`src/rtl/fp32_pkg.sv`:
```
// fp32_pkg: single-precision field layout, special constants and divider FSM states.
// FDIV_ROUND_NEAREST_EN selects round-to-nearest-even in round_increment(); otherwise truncation.
package fp32_pkg;

    localparam int SIGN  = 1;
    localparam int EXP_W = 8;
    localparam int MAN_W = 23;
    localparam int BIAS  = 127;
    localparam int QBITS = 26;

    localparam logic [31:0] QNAN    = 32'h7FC00000;
    localparam logic [31:0] POS_INF = 32'h7F800000;

    typedef enum logic [1:0] {IDLE, DIVIDE, NORM, DONE} state_e;

    typedef struct packed {
        logic [SIGN-1:0]  sign;
        logic [EXP_W-1:0] exp;
        logic [MAN_W-1:0] man;
    } fp32_t;

    typedef struct packed {
        logic zero;
        logic inf;
        logic nan;
    } fp_class_t;

    // A zero exponent field covers both true zero and subnormals, which flush to zero.
    function automatic fp_class_t classify(input logic [EXP_W-1:0] e, input logic [MAN_W-1:0] m);
        fp_class_t k;
        k.zero = (e == '0);
        k.inf  = (e == '1) && (m == '0);
        k.nan  = (e == '1) && (m != '0);
        return k;
    endfunction

    function automatic logic round_increment(input logic lsb, input logic guard, input logic sticky);
`ifdef FDIV_ROUND_NEAREST_EN
        return guard & (sticky | lsb);
`else
        return 1'b0;
`endif
    endfunction

endpackage

```
`src/rtl/fdiv_mant_core.sv`:
```
// fdiv_mant_core: restoring divider on two 24-bit significands, one quotient bit per clock.
// done_o is high during the cycle whose closing edge takes the final quotient bit.
module fdiv_mant_core
    import fp32_pkg::*;
#(
    parameter int QBITS_P = QBITS
) (
    input  logic               clk,
    input  logic               rst,
    input  logic               start_i,
    input  logic [MAN_W:0]     dividend_i,
    input  logic [MAN_W:0]     divisor_i,
    output logic               busy_o,
    output logic               done_o,
    output logic [QBITS_P-1:0] quot_o,
    output logic [MAN_W+1:0]   rem_o
);

    localparam int CNT_W = $clog2(QBITS_P);

    logic               busy_q, busy_d;
    logic [CNT_W-1:0]   cnt_q, cnt_d;
    logic [MAN_W+1:0]   rem_q, rem_d;
    logic [MAN_W:0]     div_q, div_d;
    logic [QBITS_P-1:0] quot_q, quot_d;
    logic [MAN_W+1:0]   trial;
    logic               take;

    always_comb begin
        // NOTE: every always_comb output gets a default before any branch so no latch is inferred.
        busy_d = busy_q;
        cnt_d  = cnt_q;
        rem_d  = rem_q;
        div_d  = div_q;
        quot_d = quot_q;
        take   = (rem_q >= {1'b0, div_q});
        trial  = rem_q - {1'b0, div_q};
        if (start_i) begin
            busy_d = 1'b1;
            cnt_d  = CNT_W'(QBITS_P - 1);
            rem_d  = {1'b0, dividend_i};
            div_d  = divisor_i;
            quot_d = '0;
        end else if (busy_q) begin
            // Remainder stays below twice the divisor, so 25 bits never overflow.
            quot_d = {quot_q[QBITS_P-2:0], take};
            rem_d  = (take ? trial : rem_q) << 1;
            cnt_d  = cnt_q - CNT_W'(1);
            if (cnt_q == '0) busy_d = 1'b0;
        end
    end

    // NOTE: sequential state uses non-blocking assignment so every register samples pre-edge values.
    always_ff @(posedge clk) begin
        if (rst) begin
            busy_q <= 1'b0;
            cnt_q  <= '0;
        end else begin
            busy_q <= busy_d;
            cnt_q  <= cnt_d;
        end
    end

    // NOTE: datapath registers are left unreset; they are always loaded by start_i before being read.
    always_ff @(posedge clk) begin
        rem_q  <= rem_d;
        div_q  <= div_d;
        quot_q <= quot_d;
    end

    assign busy_o = busy_q;
    assign done_o = busy_q && (cnt_q == '0);
    assign quot_o = quot_q;
    assign rem_o  = rem_q;

endmodule

```
`src/rtl/fdiv_seq.sv`:
```
// fdiv_seq: iterative fp32 divider y = a / b with valid/ready on both sides and z/n/c/o flags.
// Define FDIV_ROUND_NEAREST_EN for round-to-nearest-even; the default build truncates toward zero.
module fdiv_seq
    import fp32_pkg::*;
(
    input  logic        clk,
    input  logic        rst,
    input  logic        in_valid,
    output logic        in_ready,
    input  logic [31:0] a,
    input  logic [31:0] b,
    output logic        out_valid,
    input  logic        out_ready,
    output logic [31:0] y,
    output logic        z,
    output logic        n,
    output logic        c,
    output logic        o
);

    localparam logic signed [9:0] EXP_MAX = 10'sd255;

    state_e            state_q, state_d;
    logic              sign_q, sign_d;
    logic signed [9:0] exp_q, exp_d;
    logic [31:0]       y_q, y_d;
    logic              z_q, z_d, n_q, n_d, c_q, c_d, o_q, o_d;

    fp32_t             fa, fb;
    fp_class_t         ca, cb;
    logic              sign_in, accept;
    logic              spec_hit, spec_c;
    logic [31:0]       spec_y;

    logic              core_start, core_busy, core_done;
    logic [QBITS-1:0]  quot;
    logic [MAN_W+1:0]  rem;

    logic [MAN_W:0]    sig;
    logic              guard, sticky, rnd;
    logic [MAN_W+1:0]  sig_rnd;
    logic signed [9:0] exp_adj, exp_fin;
    logic [MAN_W-1:0]  man_fin;
    logic [31:0]       norm_y;
    logic              norm_o;

    assign fa      = a;
    assign fb      = b;
    assign ca      = classify(fa.exp, fa.man);
    assign cb      = classify(fb.exp, fb.man);
    assign sign_in = fa.sign ^ fb.sign;
    assign accept  = in_valid && in_ready;

    fdiv_mant_core #(.QBITS_P(QBITS)) u_core (
        .clk        (clk),
        .rst        (rst),
        .start_i    (core_start),
        .dividend_i ({1'b1, fa.man}),
        .divisor_i  ({1'b1, fb.man}),
        .busy_o     (core_busy),
        .done_o     (core_done),
        .quot_o     (quot),
        .rem_o      (rem)
    );

    always_comb begin
        spec_hit = 1'b1;
        spec_c   = 1'b0;
        spec_y   = {sign_in, 31'b0};
        if (ca.nan || cb.nan || (ca.zero && cb.zero) || (ca.inf && cb.inf)) begin
            spec_y = QNAN;
        end else if (ca.inf) begin
            spec_y = {sign_in, POS_INF[30:0]};
        end else if (cb.zero) begin
            spec_y = {sign_in, POS_INF[30:0]};
            spec_c = 1'b1;
        end else if (!(ca.zero || cb.inf)) begin
            spec_hit = 1'b0;
        end
    end

    // Quotient of two [1,2) significands lies in (0.5,2); q[25]=0 means one normalising shift.
    always_comb begin
        sig     = quot[QBITS-1 -: MAN_W+1];
        guard   = quot[QBITS-MAN_W-2];
        sticky  = quot[0] | (|rem);
        exp_adj = exp_q;
        if (!quot[QBITS-1]) begin
            sig     = quot[QBITS-2 -: MAN_W+1];
            guard   = quot[0];
            sticky  = |rem;
            exp_adj = exp_q - 10'sd1;
        end
        rnd     = round_increment(sig[0], guard, sticky);
        sig_rnd = {1'b0, sig} + {{(MAN_W+1){1'b0}}, rnd};
        exp_fin = exp_adj;
        man_fin = sig_rnd[MAN_W-1:0];
        if (sig_rnd[MAN_W+1]) begin
            exp_fin = exp_adj + 10'sd1;
            man_fin = sig_rnd[MAN_W:1];
        end
        norm_o = 1'b1;
        if (exp_fin >= EXP_MAX) begin
            norm_y = {sign_q, POS_INF[30:0]};
        end else if (exp_fin <= 10'sd0) begin
            norm_y = {sign_q, 31'b0};
        end else begin
            norm_o = 1'b0;
            norm_y = {sign_q, exp_fin[EXP_W-1:0], man_fin};
        end
    end

    always_comb begin
        state_d    = state_q;
        sign_d     = sign_q;
        exp_d      = exp_q;
        y_d        = y_q;
        z_d        = z_q;
        n_d        = n_q;
        c_d        = c_q;
        o_d        = o_q;
        core_start = 1'b0;
        case (state_q)
            IDLE: begin
                if (accept) begin
                    sign_d = sign_in;
                    exp_d  = $signed({2'b00, fa.exp}) - $signed({2'b00, fb.exp})
                           + $signed(10'(BIAS));
                    if (spec_hit) begin
                        y_d     = spec_y;
                        z_d     = (spec_y[30:0] == '0);
                        n_d     = spec_y[31];
                        c_d     = spec_c;
                        o_d     = 1'b0;
                        state_d = DONE;
                    end else begin
                        core_start = 1'b1;
                        state_d    = DIVIDE;
                    end
                end
            end
            DIVIDE: if (core_done) state_d = NORM;
            NORM: begin
                y_d     = norm_y;
                z_d     = (norm_y[30:0] == '0);
                n_d     = norm_y[31];
                c_d     = 1'b0;
                o_d     = norm_o;
                state_d = DONE;
            end
            DONE: if (out_ready) state_d = IDLE;
            default: state_d = IDLE;
        endcase
    end

    always_ff @(posedge clk) begin
        if (rst) begin
            state_q <= IDLE;
            y_q     <= '0;
            z_q     <= 1'b0;
            n_q     <= 1'b0;
            c_q     <= 1'b0;
            o_q     <= 1'b0;
        end else begin
            state_q <= state_d;
            y_q     <= y_d;
            z_q     <= z_d;
            n_q     <= n_d;
            c_q     <= c_d;
            o_q     <= o_d;
        end
    end

    always_ff @(posedge clk) begin
        sign_q <= sign_d;
        exp_q  <= exp_d;
    end

    assign in_ready  = (state_q == IDLE) && !rst && !core_busy;
    assign out_valid = (state_q == DONE);
    assign y         = y_q;
    assign z         = z_q;
    assign n         = n_q;
    assign c         = c_q;
    assign o         = o_q;

endmodule

```
`config.mk`:
```
export PLATFORM = sky130hd
export DESIGN_NAME = fdiv_seq
export DESIGN_NICKNAME = d
export VERILOG_FILES = /design/src/rtl/fp32_pkg.sv /design/src/rtl/fdiv_mant_core.sv /design/src/rtl/fdiv_seq.sv
export SDC_FILE = /design/constraint.sdc
export NUM_CORES = 1
export LEC_CHECK = 0
export ABC_AREA = 1
export BUFFER_PORTS_ARGS = -buffer_cell sky130_fd_sc_hd__buf_2
export CORE_ASPECT_RATIO = 0.5
export CORE_MARGIN = 8
export CORE_UTILIZATION = 59
export CTS_BUF_LIST = sky130_fd_sc_hd__clkbuf_4 sky130_fd_sc_hd__clkbuf_8
export DETAILED_ROUTE_END_ITERATION = 10
export PLACE_DENSITY = 0.86
export SLEW_MARGIN = 20
export SYNTH_ARGS = -nofsm -noshare
export SYNTH_HDL_FRONTEND = slang
export SYNTH_HIERARCHICAL = 1
export SYNTH_SLANG_ARGS = --single-unit
```
`constraint.sdc`:
```
create_clock -name clk -period 6.5 [get_ports clk]
set_clock_uncertainty 0.05 [all_clocks]
set_input_delay 0.975 -clock clk [delete_from_list [all_inputs] [get_ports clk]]
set_output_delay 0.975 -clock clk [all_outputs]
set_load 0.03 [all_outputs]
```
# Word level (Yosys, flattened, before mapping)
# Cells that the tools add are included.
[totals] wordCells=112 latch_bits=0 regBits=129 rom_bits=0 ramBits=0 in_bits=68 memories=0
[op_classes] n_mul=0 reduce_logical=32 magnitude_cmp=3 add_sub_neg=5 muxes=47 div_mod_pow=0 n_eq_ne=9 shifts=0 bitwise_logic=1
[op_table] cell="2-to-1 mux 31 bit" count=4
[op_table] cell="2-to-1 mux 32 bit" count=3
[op_table] cell="2-to-1 mux 23 bit" count=3
[op_table] cell="one-hot mux 32 bit (2 select lines)" count=1
[op_table] cell="zero test 31 bit" count=2
[op_table] cell="zero test 23 bit" count=2
[op_table] cell="nonzero test 23 bit" count=2
[op_table] cell="greater-or-equal comparator 25 x 24 -> 1 bit" count=1
[op_table] cell="2-to-1 mux 24 bit" count=1
[op_table] cell="subtractor 24 bit" count=1
[op_table] cell="2-to-1 mux 1 bit" count=23
[op_table] cell="== test 8 bit (second input constant)" count=2
[op_table] cell="zero test 8 bit" count=2
[op_table] cell="adder 9 x 8 -> 10 bit (second input constant)" count=1
[op_table] cell="greater-or-equal comparator 10 x 9 -> 1 bit (second input constant)" count=1
[op_table] cell="less-or-equal comparator 10 x 1 -> 1 bit (second input constant)" count=1
[op_table] cell="logical AND 1 bit" count=10
[op_table] cell="2-to-1 mux 10 bit" count=1
[op_table] cell="2-to-1 mux 5 bit" count=2
[op_table] cell="subtractor 10 x 2 -> 10 bit (second input constant)" count=1
[op_table] cell="subtractor 8 x 8 -> 9 bit" count=1
[op_table] cell="2-to-1 mux 2 bit" count=4
[op_table] cell="one-hot mux 1 bit (2 select lines)" count=4
[op_table] cell="one-hot mux 2 bit (4 select lines)" count=1
[op_table] cell="14 further kinds" count=23

# Longest topological paths before layout
# Gate-level depths: netlist of the first run.
[depth] depth_word=11 mapped_depth=17

# Modules after synthesis
# The synthesis of the first run kept the hierarchy.
[by_module_without_submodules] mod="fdiv_mant_core" seq_area_each_um2=2102.0 area_per_inst_um2=5186.2 cells_each=735 n_inst=1
[by_module_without_submodules] mod="fdiv_seq" seq_area_each_um2=1071.0 area_per_inst_um2=3763.6 cells_each=554 n_inst=1

# Worst setup path before layout of the first run
# Ideal clock, no wire load.
[synth_path] path_kind="input-to-reg" from="input port b[15]" to="register u_core.rem_q[0], in the netlist u_core/rem_o[0], enable pin" setup_time_ns=0.398 path_buffers=2 cell_stages=13 t_arrival_ns=4.176 required_ns=6.052 setup_slack_ns=1.876 cell_sequence="nor2_1 > nand2_1 > nor2_1 > nand3_1 > nand2_1 > nand3_2 > inv_1 > nand2_1 > nor2_1 > clkbuf_1 > nor2_1 > clkinv_1 > clkbuf_1"
[synth_via] elab_chain_len=11
[synth_lines] element="from (decl)" line_no="fdiv_seq.sv:11" source="input logic [31:0] b,"
[synth_lines] element="zero test 23 bit" line_no="fp32_pkg.sv:32" source="k.inf = (e == '1) && (m == '0);"
[synth_lines] element="logical AND 1 bit" line_no="fp32_pkg.sv:32"
[synth_lines] element="logical OR 1 bit" line_no="fdiv_seq.sv:77" source="end else if (!(ca.zero || cb.inf)) begin"
[synth_lines] element="2-to-1 mux 1 bit" line_no="fdiv_seq.sv:77"
[synth_lines] element="2-to-1 mux 1 bit" line_no="fdiv_seq.sv:74" source="end else if (cb.zero) begin"
[synth_lines] element="2-to-1 mux 1 bit" line_no="fdiv_seq.sv:72" source="end else if (ca.inf) begin"
[synth_lines] element="2-to-1 mux 1 bit *" line_no="fdiv_seq.sv:70" source="if (ca.nan || cb.nan || (ca.zero && cb.zero) || (ca.inf && cb.inf)) begin"
[synth_lines] element="2-to-1 mux 1 bit *" line_no="fdiv_seq.sv:129" source="if (spec_hit) begin"
[synth_lines] element="2-to-1 mux 1 bit *" line_no="fdiv_seq.sv:125" source="if (accept) begin"
[synth_lines] element="2-to-1 mux 1 bit *" line_no="fdiv_seq.sv:123" source="case (state_q)"
[synth_lines] element="named net core_start" line_no="fdiv_seq.sv:35" source="logic core_start, core_busy, core_done;"
[synth_lines] element="nonzero test 2 bit (no source line) *"
[synth_lines] element="to (signal assigned)" line_no="fdiv_mant_core.sv:66" source="rem_q <= rem_d;"
[synth_lines] element="to (decl)" line_no="fdiv_mant_core.sv:23" source="logic [MAN_W+1:0] rem_q, rem_d;"
# Mark *: on every way through the listed nets, which the timed path passes. The rest lies on a longest branch.
# A chain may end at the register's enable or synchronous reset.

# Worst setup path after layout of the first run
[layout_path] from="input port b[11]" to="register u_core.rem_q[15], in the netlist u_core/rem_o[15], enable pin"
# The elaborated chain is that of the path after synthesis.

==> results of run 1 <==
==> layout by cell type, fill, tap and decap left out, types with 6 or more instances in the layout <==
cell        n
nand2_1   444
inv_1     222
buf_2     105
nand3_1    85
nor2_1     85
dfxtp_1    70
edfxtp_1   59
nand4_1    41
ha_1       40
a21oi_1    28
o22ai_1    25
nand3_2    23
a21oi_2    20
clkbuf_8   18
xnor2_1    11
xor2_1     10
o21ai_0     9
nor3_1      8
nor2_2      8
clkinv_1    6
nand3b_1    6
inv_2       6
==> worst paths after layout <==
kind / to / start / slack [ns] / cells after the start
max: u_core/rem_o[15] / b[11] / 2.79 / 14
min: u_core/quot_o[25] / u_core/quot_o[25] / 0.42 / 2
max reg2reg: u_core/rem_o[15] / state_q[0] / 3.29 / 12
min reg2reg: u_core/quot_o[25] / u_core/quot_o[25] / 0.42 / 2
==> cells in the mapped netlist (4+ instances only) <==
master	n	share of area (%)
a21oi_1	28	1.6
a21oi_2	20	2.0
buf_1	4	0.17
buf_2	9	0.50
buf_4	4	0.34
buf_6	4	0.50
clkbuf_1	12	0.50
clkinv_1	6	0.25
dfxtp_1	70	16
edfxtp_1	59	20
ha_1	40	5.6
inv_1	222	9.3
inv_2	6	0.25
nand2_1	444	19
nand2_2	5	0.35
nand2_4	5	0.63
nand3_1	85	4.8
nand3_2	23	2.6
nand3b_1	6	0.50
nand4_1	41	2.9
nor2_1	86	3.6
nor2_2	8	0.56
nor3_1	8	0.45
o21ai_0	9	0.50
o21ai_1	5	0.28
o22ai_1	25	1.7
or2_2	4	0.28
xnor2_1	11	1.1
xor2_1	10	0.98
==> report_power, final <==
| group | internal (mW) | leakage, nW | switching (mW) |
|---|---|---|---|
| Combinational | 0.553 | 3.68 | 1.16 |
| Sequential | 1.05 | 1.11 | 0.0753 |
| Clock | 0.324 | 0.196 | 0.358 |
| Total | 1.93 | 4.98 | 1.59 |
==> state kept, by name, summed over array words and instances (netlist names) <==
register / count
y: 32
u_core/rem_o: 25
state_q: 2
exp_q: 10
u_core/quot_o: 26
z: 1
u_core/cnt_q: 5
sign_q: 1
u_core/div_q: 24
u_core/busy_o: 1
o: 1
c: 1
==> critical path: stages <==
cell and delay, ns:
buf_2 0.11, nor2_1 0.10, nand2_1 0.08, nor2_1 0.28, nand3_1 0.16, nand2_1 0.12
nand3_2 0.10, inv_1 0.08, nand2_1 0.12, nor2_4 0.10, buf_4 0.51, nor2_1 0.15
clkinv_1 0.41, buf_4 0.46
==> kinds of logic (layout without fill, tap and decap cells) <==
family | after synthesis | after routing
compound gates | 99 | 99
xor+xnor | 22 | 22
fa+ha+maj | 42 | 42
buf+inv | 270 | 377
flops | 129 | 129
mux | 1 | 1
other cells | 1 | 2
simple gates | 725 | 725
==> cell type report <==
type | instances | share of cell area (%)
inverter | 235 | 8.928
clock inverter | 13 | 1.297
sequential | 129 | 31.94
tap | 198 | 2.493
clock buffer | 19 | 2.569
multi-input combinational | 891 | 47.11
timing repair buffer | 110 | 5.667
==> metrics by stage <==
stage                     setup slack, ns  std cells  hold WS [ns]
after global routing                2.556       1595        0.4519
after CTS                           2.832       1595        0.4255
final                               2.787       1595        0.4192
after floorplan                     1.876       1290        0.3905
after detailed placement            2.355       1563        0.4015
after global placement              2.509       1563        0.3965
==> metal layers <==
| layer | up-vias | track usage, % |
|---|---|---|
| met4 | 0 | 9.597 |
| met1 | 3743 | 29.94 |
| li1 | 4274 | - |
| met5 | - | 0 |
| met2 | 269 | 39.28 |
| met3 | 43 | 3.950 |
==> reports/metrics.csv, run 1 <==
metric,value,unit
CTS-repair resized insts,0,
Synth Flop Type,dfxtp_1,
largest net degree at the start of global routing,53,
initial antenna violation count,0,
Min-Delay Path Class,reg2reg,
n_diodes,0,
Multi-input gate area,4681,sq um
total gr overflow,0,
"FF+latch count, synth",129,
DR WL/cell,14.22,microns
Critical Path AT,3.77,ns
Register Area,3173,sq um
Antenna Violating Nets Remaining,0,
gpl congestion,0.9423,
die height,103.1,microns
main combinational cell family by area after synthesis,simple AND/OR/NAND/NOR gates,
I/O pin count,106,
post-synthesis mux area share,0.1118,%
H-tree levels,4,
DRT Pass-1 Iters,5,
xor/xnor share of the synthesized area,2.237,%
# DRC,0,
status,"complete, no violations",
hpwl dp,16.78,mm
Skew-Pair Late Insertion Delay,0.45,ns
DR iter-0 viols,694,
initial core utilization,61.04,%
f_max,269.3,MHz
mapped cell area,8950,sq um
"Distinct cells, synth",50,
max-slew violations,0,
"Min Clock Period, post-route",3.713,ns
via count,8329,
floorplan row count,31,
critical path class,in2reg,
DR top layer,met4,
Placed Area,9552,sq um
M1 wire length,10.56,mm
Via density,5.222,
Critical Path Fanout Max,52,
post-cts hold buffer count,0,
Clock Tree Root,clkbuf_8,
# setup viols final,0,
Worst slew margin,42.69,%
Final Hold Vio Count,0,
Filler Cells Inserted,1306,
fin crit share,57.13,%
vias in the first global route,8060,
die width,190.2,microns
syn avg cell area,6.943,sq um
crit path launch type,input pin,
# clock sinks,129,
wire length on met3,1.245,mm
setup TNS,0,ns
worst-case vdd ir drop,0.1496,mV
Total GRT Usage,23.40,%
Cells after Synth,1289,
CP endpoint kind,flop,
Core ar.,14660,sq um
Async SR Flop Fraction,0,%
first-pass GRT wire length,37.56,mm
Worst Path Required,6.55,ns
Synth-to-Final Area Change,11.02,%
Port Buffers,105,
Post-CTS Setup Bufs,0,
RSZ-0062 raised after global routing,no,
Tot Pwr,3.517,mW
leak pwr,4.982,nW
TritonCTS clock tree,done,
maximum clock path buffer count,2,
die area,19610,sq um
adder-cell share of the synthesized area,6.039,%
sequential fraction of the synthesis area,35.45,%
Max Cap Viol,0,
clock-pin transition on the worst setup and hold timing paths,0.08,ns
TritonCTS Buffers,17,
PwrDens,354.0,nW/um^2
Post-Layout Inst Area,9936,sq um
Worst Max-Slew Pin Slew,0.8597,ns
Compound-Gate Fraction of Synth Area,7.144,%
Layout Nets,1494,
met2 WL,10.40,mm
Post-synth EDFFs,59,
share of cells above drive strength 1,16.03,%
Synth Area in Simple Gates,36.60,%
Yosys warnings,6,
Detailed Route WL,22.68,mm
Layout Utilization,67.77,%
(Power assumes the default switching activity.)
==> run 2, diff against run 1 <==
--- a/config.mk
+++ b/config.mk
@@ -5,7 +5,7 @@
 export SDC_FILE = /design/constraint.sdc
 export NUM_CORES = 1
 export LEC_CHECK = 0
-export ABC_AREA = 1
+export ABC_AREA = 0
 export BUFFER_PORTS_ARGS = -buffer_cell sky130_fd_sc_hd__buf_2
 export CORE_ASPECT_RATIO = 0.5
 export CORE_MARGIN = 8
==> constraint.sdc (replaced) <==
create_clock -name clk -period 3.8 [get_ports clk]
set_clock_uncertainty 0.05 [all_clocks]
set_input_delay 0.57 -clock clk [delete_from_list [all_inputs] [get_ports clk]]
set_output_delay 0.57 -clock clk [all_outputs]
set_load 0.03 [all_outputs]
==> run 2 against run 1 <==
Compared with the run above:
- sequential share of layout area rose by 3.6 points
- synthesized cell count fell by 37%
- via count fell by 18%
==> reports/metrics.csv, run 2 <==
metric,value,unit,change
total gr overflow,0,,unchanged
Core ar.,12840,sq um,-12%
max reg flops,32,,unchanged
# setup viols final,0,,unchanged
adder-cell share of the synthesized area,6.886,%,+0.85 points
Post-synth EDFFs,59,,unchanged
critical path class,reg2reg,,
"FF+latch count, synth",129,,unchanged
die width,179.1,microns,-5.8%
Post-CTS Setup Bufs,0,,unchanged
Detailed Route WL,19.91,mm,-12%
hpwl dp,14.70,mm,-12%
post-cts hold buffer count,0,,unchanged
status,"complete, no violations",,
Slowest cell on crit path,and3_2,,
Filler Cells Inserted,946,,-28%
maximum clock path buffer count,2,,unchanged
Skew-Pair Late Insertion Delay,0.45,ns,about the same
Max Cap Viol,0,,unchanged
crit path launch type,flop,,
vias in the first global route,6781,,-16%
"Min Clock Period, post-route",3.197,ns,
worst-case vdd ir drop,0.3159,mV,+110%
initial core utilization,61.11,%,+0.072 points
TritonCTS clock tree,done,,
fin crit share,84.13,%,
via count,6825,,-18%
die height,97.57,microns,-5.4%
DP Worst Slack,0.6307,ns,-1.725 ns
Yosys top cell by area,edfxtp_1,,
Tot Pwr,5.791,mW,+65%
syn avg cell area,9.608,sq um,+38%
Hold WS,0.2691,ns,-0.1501 ns
xor/xnor share of the synthesized area,4.463,%,+2.2 points
Commonest cells post-synth,"75 x nor2_1, 70 x dfxtp_1, 59 x edfxtp_1, 59 x inv_1, 48 x mux2i_1",,
initial antenna violation count,0,,unchanged
Multi-input gate area,4264,sq um,-8.9%
Final Hold Vio Count,0,,unchanged
share of cells above drive strength 1,18.67,%,+2.6 points
Worst Path Required,4.07,ns,-2.48 ns
Synth Flop Type,dfxtp_1,,
setup TNS,0,ns,unchanged
# DRC,0,,unchanged
CP endpoint kind,flop,,
Register Area,3176,sq um,about the same
total placed cells including tap cells,1070,,-32%
Antenna Violating Nets Remaining,0,,unchanged
H-tree levels,4,,unchanged
"commonest cells after routing, fill and taps aside","105 x buf_2, 75 x nor2_1, 68 x dfxtp_1",,
leak pwr,3.534,nW,-29%
floorplan row count,29,,-6.5%
Critical Path AT,3.46,ns,-0.31 ns
first-pass GRT wire length,32.76,mm,-13%
Worst slew margin,38.40,%,-4.3 points
Worst Max-Slew Pin Slew,0.9240,ns,+0.06436 ns
f_max,312.8,MHz,
DRT Pass-1 Iters,5,,unchanged
Cells after Synth,817,,-37%
# clock sinks,129,,unchanged
"slowest stage delay, CP",0.57,ns,+0.06 ns
Async SR Flop Fraction,0,%,unchanged
largest net degree at the start of global routing,35,,-34%
Crit path max-delay family,simple AND/OR/NAND/NOR gates,,
Synth-to-Final Area Change,13.85,%,
"most common cell after layout, fill and taps aside",buf_2,,
sequential fraction of the synthesis area,40.42,%,+5.0 points
Area contributors post-synth,"edfxtp_1 23%, dfxtp_1 18%, ha_1 6.4%",,
Clock Tree Root,clkbuf_8,,
Layout Nets,1029,,-31%
crit-path most repeated cell,inv_1,,
Bufs and invs on worst path,4,,-1
n_diodes,0,,unchanged
die area,17480,sq um,-11%
post-synth top area share,22.57,%,+2.8 points
Via density,6.193,,+19%
Worst Slack Setup Final,0.6031,ns,-2.184 ns
Synth Area in Simple Gates,15.95,%,-21 points
Critical Path Fanout Max,20,,-62%
most common cell in the netlist,nor2_1,,
Total GRT Usage,23.05,%,-0.36 points
gpl congestion,0.9133,,-3.1%
PwrDens,648.0,nW/um^2,+83%
post-synthesis mux area share,6.264,%,+6.2 points
DR WL/cell,18.07,microns,+27%
Yosys warnings,6,,unchanged
non-filler cells in the finished layout,1102,,-31%
Port Buffers,105,,unchanged
TritonCTS Buffers,17,,unchanged
Min-Delay Path Class,in2reg,,
crit-path cells,inv_1 > ha_1 > nor3b_2 > nand2_1 > inv_1 > and3_2 > clkinv_1 > buf_4 > and3_1 > a41oi_1 > o21ai_1,,
mapped cell area,7850,sq um,-12%
Compound-Gate Fraction of Synth Area,20.58,%,+13 points
main combinational cell family by area after synthesis,compound AO/OA/AOI/OAI gates,,
I/O pin count,106,,unchanged
"Distinct cells, synth",89,,+78%
max-slew violations,0,,unchanged
DR iter-0 viols,642,,-7.5%
RSZ-0062 raised after global routing,no,,
clock-pin transition on the worst setup and hold timing paths,0.09,ns,about the same
CTS-repair resized insts,0,,unchanged
==> run 2: cell types whose count changed after synthesis, moves of 25 or more <==
cell and delta:
o22ai_1 -25, nand4_1 -28, nand3_1 -62, mux2i_1 +47
inv_1 -163, nand2_1 -399
==> run 2: logic make-up (layout without fill, tap and decap cells) <==
logic type,after synthesis,in the layout
multiplexers,49,49
adder cells (fa/ha/maj),42,42
other,1,2
AO/OA/AOI/OAI,216,216
flip-flops,129,129
XOR/XNOR,40,40
AND/OR/NAND/NOR,242,242
buffers and inverters,98,212
==> run 2: final timing paths <==
kind	start	end	slack [ns]	cells past startpoint
worst max-delay path	state_q[1]	u_core/rem_o[24]	0.60	11
worst min-delay path	b[5]	u_core/div_q[5]	0.27	1
worst max register to register	state_q[1]	u_core/rem_o[24]	0.60	11
worst min register to register	z	z	0.41	2
==> run 2: cell type report <==
type	instances	area share [%]
Sequential cell	129	35.53
Clock buffer	17	2.618
Timing Repair Buffer	120	7.140
Inverter	60	2.520
Tap cell	170	2.380
Multi-Input combinational cell	591	47.71
Clock inverter	15	2.100
==> run 2: worst reg2reg max path: stages (launching register included) <==
cell and delay [ns]:
dfxtp_1 0.34, inv_1 0.11, ha_1 0.34, nor3b_2 0.24, nand2_1 0.09, inv_1 0.42
and3_2 0.57, clkinv_1 0.20, buf_4 0.25, and3_1 0.21, a41oi_1 0.16, o21ai_1 0.09
==> run 2: power by group <==
part | internal [mW] | switching [mW]
Clock | 0.620 | 0.641
Sequential | 1.79 | 0.164
Combinational | 1.03 | 1.54
Total | 3.44 | 2.35
==> run 2: routing by layer <==
layer | track usage (%) | share of wire, % | vias to the layer above
met3 | 5.198 | 7.4 | 55
li1 | - | - | 3270
met1 | 28.80 | 43 | 3187
met2 | 38.30 | 47 | 313
met4 | 8.397 | 2.6 | 0
met5 | 0 | 0 | -
==> run 2: per-stage QoR <==
| stage | utilization, % | cell area [sq um] |
|---|---|---|
| floorplan | - | 7860 |
| global placement | 66.30 | 8516 |
| detailed placement | 66.30 | 8516 |
| CTS | 69.58 | 8937 |
| global route | 69.58 | 8937 |
| finish | 69.58 | 8937 |
==> run 3, diff against run 2 <==
--- a/config.mk
+++ b/config.mk
@@ -5,7 +5,7 @@
 export SDC_FILE = /design/constraint.sdc
 export NUM_CORES = 1
 export LEC_CHECK = 0
-export ABC_AREA = 0
+export ABC_AREA = 1
 export BUFFER_PORTS_ARGS = -buffer_cell sky130_fd_sc_hd__buf_2
 export CORE_ASPECT_RATIO = 0.5
 export CORE_MARGIN = 8
==> constraint.sdc (replaced) <==
create_clock -name clk -period 3.3 [get_ports clk]
set_clock_uncertainty 0.05 [all_clocks]
set_input_delay 0.495 -clock clk [delete_from_list [all_inputs] [get_ports clk]]
set_output_delay 0.495 -clock clk [all_outputs]
set_load 0.03 [all_outputs]
==> run 3 against run 2 <==
Compared with the run above:
- largest power group unchanged
- sequential power is 13% higher
- worst setup slack worse by 0.0083 ns
- global-route usage is 1.1 points higher
==> reports/metrics.csv, run 3 (synthesis gave the netlist of run 1 again) <==
metric,value,unit,change
Layout Nets,1502,,+46%
initial core utilization,61.04,%,-0.072 points
total gr overflow,0,,unchanged
DR WL/cell,14.50,microns,-20%
largest net degree at the start of global routing,35,,unchanged
Comb pwr share,48.6,%,+4.1 points
"most common cell after layout, fill and taps aside",nand2_1,,
initial antenna violation count,0,,unchanged
M1 wire length,10.50,mm,+22%
RSZ-0062 raised after global routing,no,,
Worst Path Required,3.57,ns,-0.50 ns
hpwl dp,17.28,mm,+18%
wire length on met3,1.487,mm,+1.4%
f_max,369.7,MHz,+18%
Slowest cell on crit path,edfxtp_1,,
fin crit share,81.98,%,-2.2 points
Clock Tree Root,clkbuf_8,,
Via density,5.250,,-15%
Seq pwr share,31.3,%,-2.5 points
H-tree levels,4,,unchanged
Clock power frac,20.1,%,-1.7 points
Critical Path AT,2.98,ns,-0.48 ns
crit-path cells,ha_1 > nand2_1 > inv_1 > nand2_1 > nand2_1 > inv_1 > nand3_2 > nand2_2 > nand3_4 > nand2_1 > nand3_1 > nand2_1,,
I/O pin count,106,,unchanged
DP Worst Slack,0.4608,ns,-0.1699 ns
Max Cap Viol,0,,unchanged
max reg flops,32,,unchanged
status,"complete, no violations",,
die height,103.1,microns,+5.7%
TritonCTS clock tree,done,,
worst-case vdd ir drop,0.3710,mV,+17%
Sw Share,44.95,%,+4.4 points
"slowest stage delay, CP",0.42,ns,-0.15 ns
post-cts hold buffer count,0,,unchanged
total placed cells including tap cells,1571,,+47%
Synth-to-Final Area Change,11.80,%,
Final Hold Vio Count,0,,unchanged
Worst slew margin,47.40,%,+9.0 points
# DRC,0,,unchanged
Worst Max-Slew Pin Slew,0.7879,ns,-0.1361 ns
n_diodes,0,,unchanged
Worst Slack Setup Final,0.5948,ns,-0.008315 ns
Crit path max-delay family,simple AND/OR/NAND/NOR gates,,
die area,19610,sq um,+12%
DR top layer,met4,,
Antenna Violating Nets Remaining,0,,unchanged
# setup viols final,0,,unchanged
via count,8415,,+23%
CTS-repair resized insts,0,,unchanged
internal power,3.890,mW,+13%
crit path launch type,flop,,
die width,190.2,microns,+6.2%
Tot Pwr,7.067,mW,+22%
Bufs and invs on worst path,2,,-2
P_sw,3.177,mW,+35%
maximum clock path buffer count,2,,unchanged
Critical Path Fanout Max,25,,+25%
Post-CTS Setup Bufs,0,,unchanged
leak pwr,5.032,nW,+42%
CP endpoint kind,flop,,
share of cells above drive strength 1,16.51,%,-2.2 points
clock-pin transition on the worst setup and hold timing paths,0.09,ns,about the same
TritonCTS Buffers,17,,unchanged
Skew-Pair Late Insertion Delay,0.45,ns,about the same
vias in the first global route,8188,,+21%
first-pass GRT wire length,38.44,mm,+17%
Core ar.,14660,sq um,+14%
crit-path most repeated cell,nand2_1,,
DR iter-0 viols,641,,-0.16%
max-slew violations,0,,unchanged
setup TNS,0,ns,unchanged
Min-Delay Path Class,in2reg,,
Port Buffers,105,,unchanged
# clock sinks,129,,unchanged
Detailed Route WL,23.24,mm,+17%
PwrDens,706.3,nW/um^2,+9.0%
non-filler cells in the finished layout,1603,,+45%
DRT Pass-1 Iters,5,,unchanged
"Min Clock Period, post-route",2.705,ns,-0.4917 ns
"commonest cells after routing, fill and taps aside","444 x nand2_1, 222 x inv_1, 105 x buf_2",,
floorplan row count,31,,+6.9%
critical path class,reg2reg,,
gpl congestion,0.9385,,+2.8%
Filler Cells Inserted,1271,,+34%
met2 WL,10.87,mm,+17%
Total GRT Usage,24.10,%,+1.1 points
==> run 3: cell count changes in the layout (fill, tap and decap cells not counted), sizes merged, moves of 14 or more <==
cell | before | now
a31oi | 22 | 2
inv | 70 | 238
mux2i | 48 | 1
nand2 | 45 | 454
nand3 | 23 | 110
nand4 | 13 | 41
nor2 | 77 | 97
o21ai | 38 | 14
o22ai | 0 | 25
o2bb2ai | 22 | 0
xnor2 | 25 | 11
==> run 3: area by class of cell <==
cell class              count  area, sq um  share of cell area, %
multi-input cells         891         4681                  46.78
flip-flops and latches    129         3173                  31.71
clock inverters            13        145.1                  1.451
clock buffers              19        249.0                  2.488
inverters                 235        887.1                  8.866
well taps                 198        247.7                  2.476
repair buffers            118        623.1                  6.227
==> run 3: power by group through the flow <==
| stage | sequential [mW] | clock, mW | combinational [mW] |
|---|---|---|---|
| after floorplan | 2.24 | 0 | 2.60 |
| after global placement | 2.24 | 0 | 3.23 |
| after detailed placement | 2.24 | 0 | 3.35 |
| after CTS | 2.21 | 1.43 | 3.39 |
| after global routing | 2.24 | 1.51 | 3.85 |
| final | 2.21 | 1.42 | 3.43 |
==> run 3: worst reg2reg max path: stages, from the launching register on <==
cell	delay, ns
edfxtp_1	0.42
ha_1	0.37
nand2_1	0.15
inv_1	0.05
nand2_1	0.06
nand2_1	0.07
inv_1	0.08
nand3_2	0.16
nand2_2	0.42
nand3_4	0.37
nand2_1	0.22
nand3_1	0.09
nand2_1	0.07
==> run 3: per-stage QoR <==
step | hold WS, ns | cell area, sq um | utilization [%]
global placement | 0.4023 | 9612 | 65.56
finish | 0.1780 | 10010 | 68.25
detailed placement | 0.4127 | 9612 | 65.56
global route | 0.1521 | 10010 | 68.25
floorplan | 0.3906 | 8962 | -
CTS | 0.1538 | 10010 | 68.25
==> run 3: final timing paths <==
kind                    from               end  slack [ns]  cells after the start
max          u_core/rem_o[8]  u_core/rem_o[19]        0.59                     12
max reg2reg  u_core/rem_o[8]  u_core/rem_o[19]        0.59                     12
min reg2reg            y[12]             y[12]        0.42                      2
min                    b[19]  u_core/div_q[19]        0.18                      1
==> run 3: layer usage <==
layer,vias to the layer above,GRT usage (%)
met3,27,4.490
met4,0,8.590
li1,4288,-
met2,278,41.19
met5,-,0
met1,3822,30.46
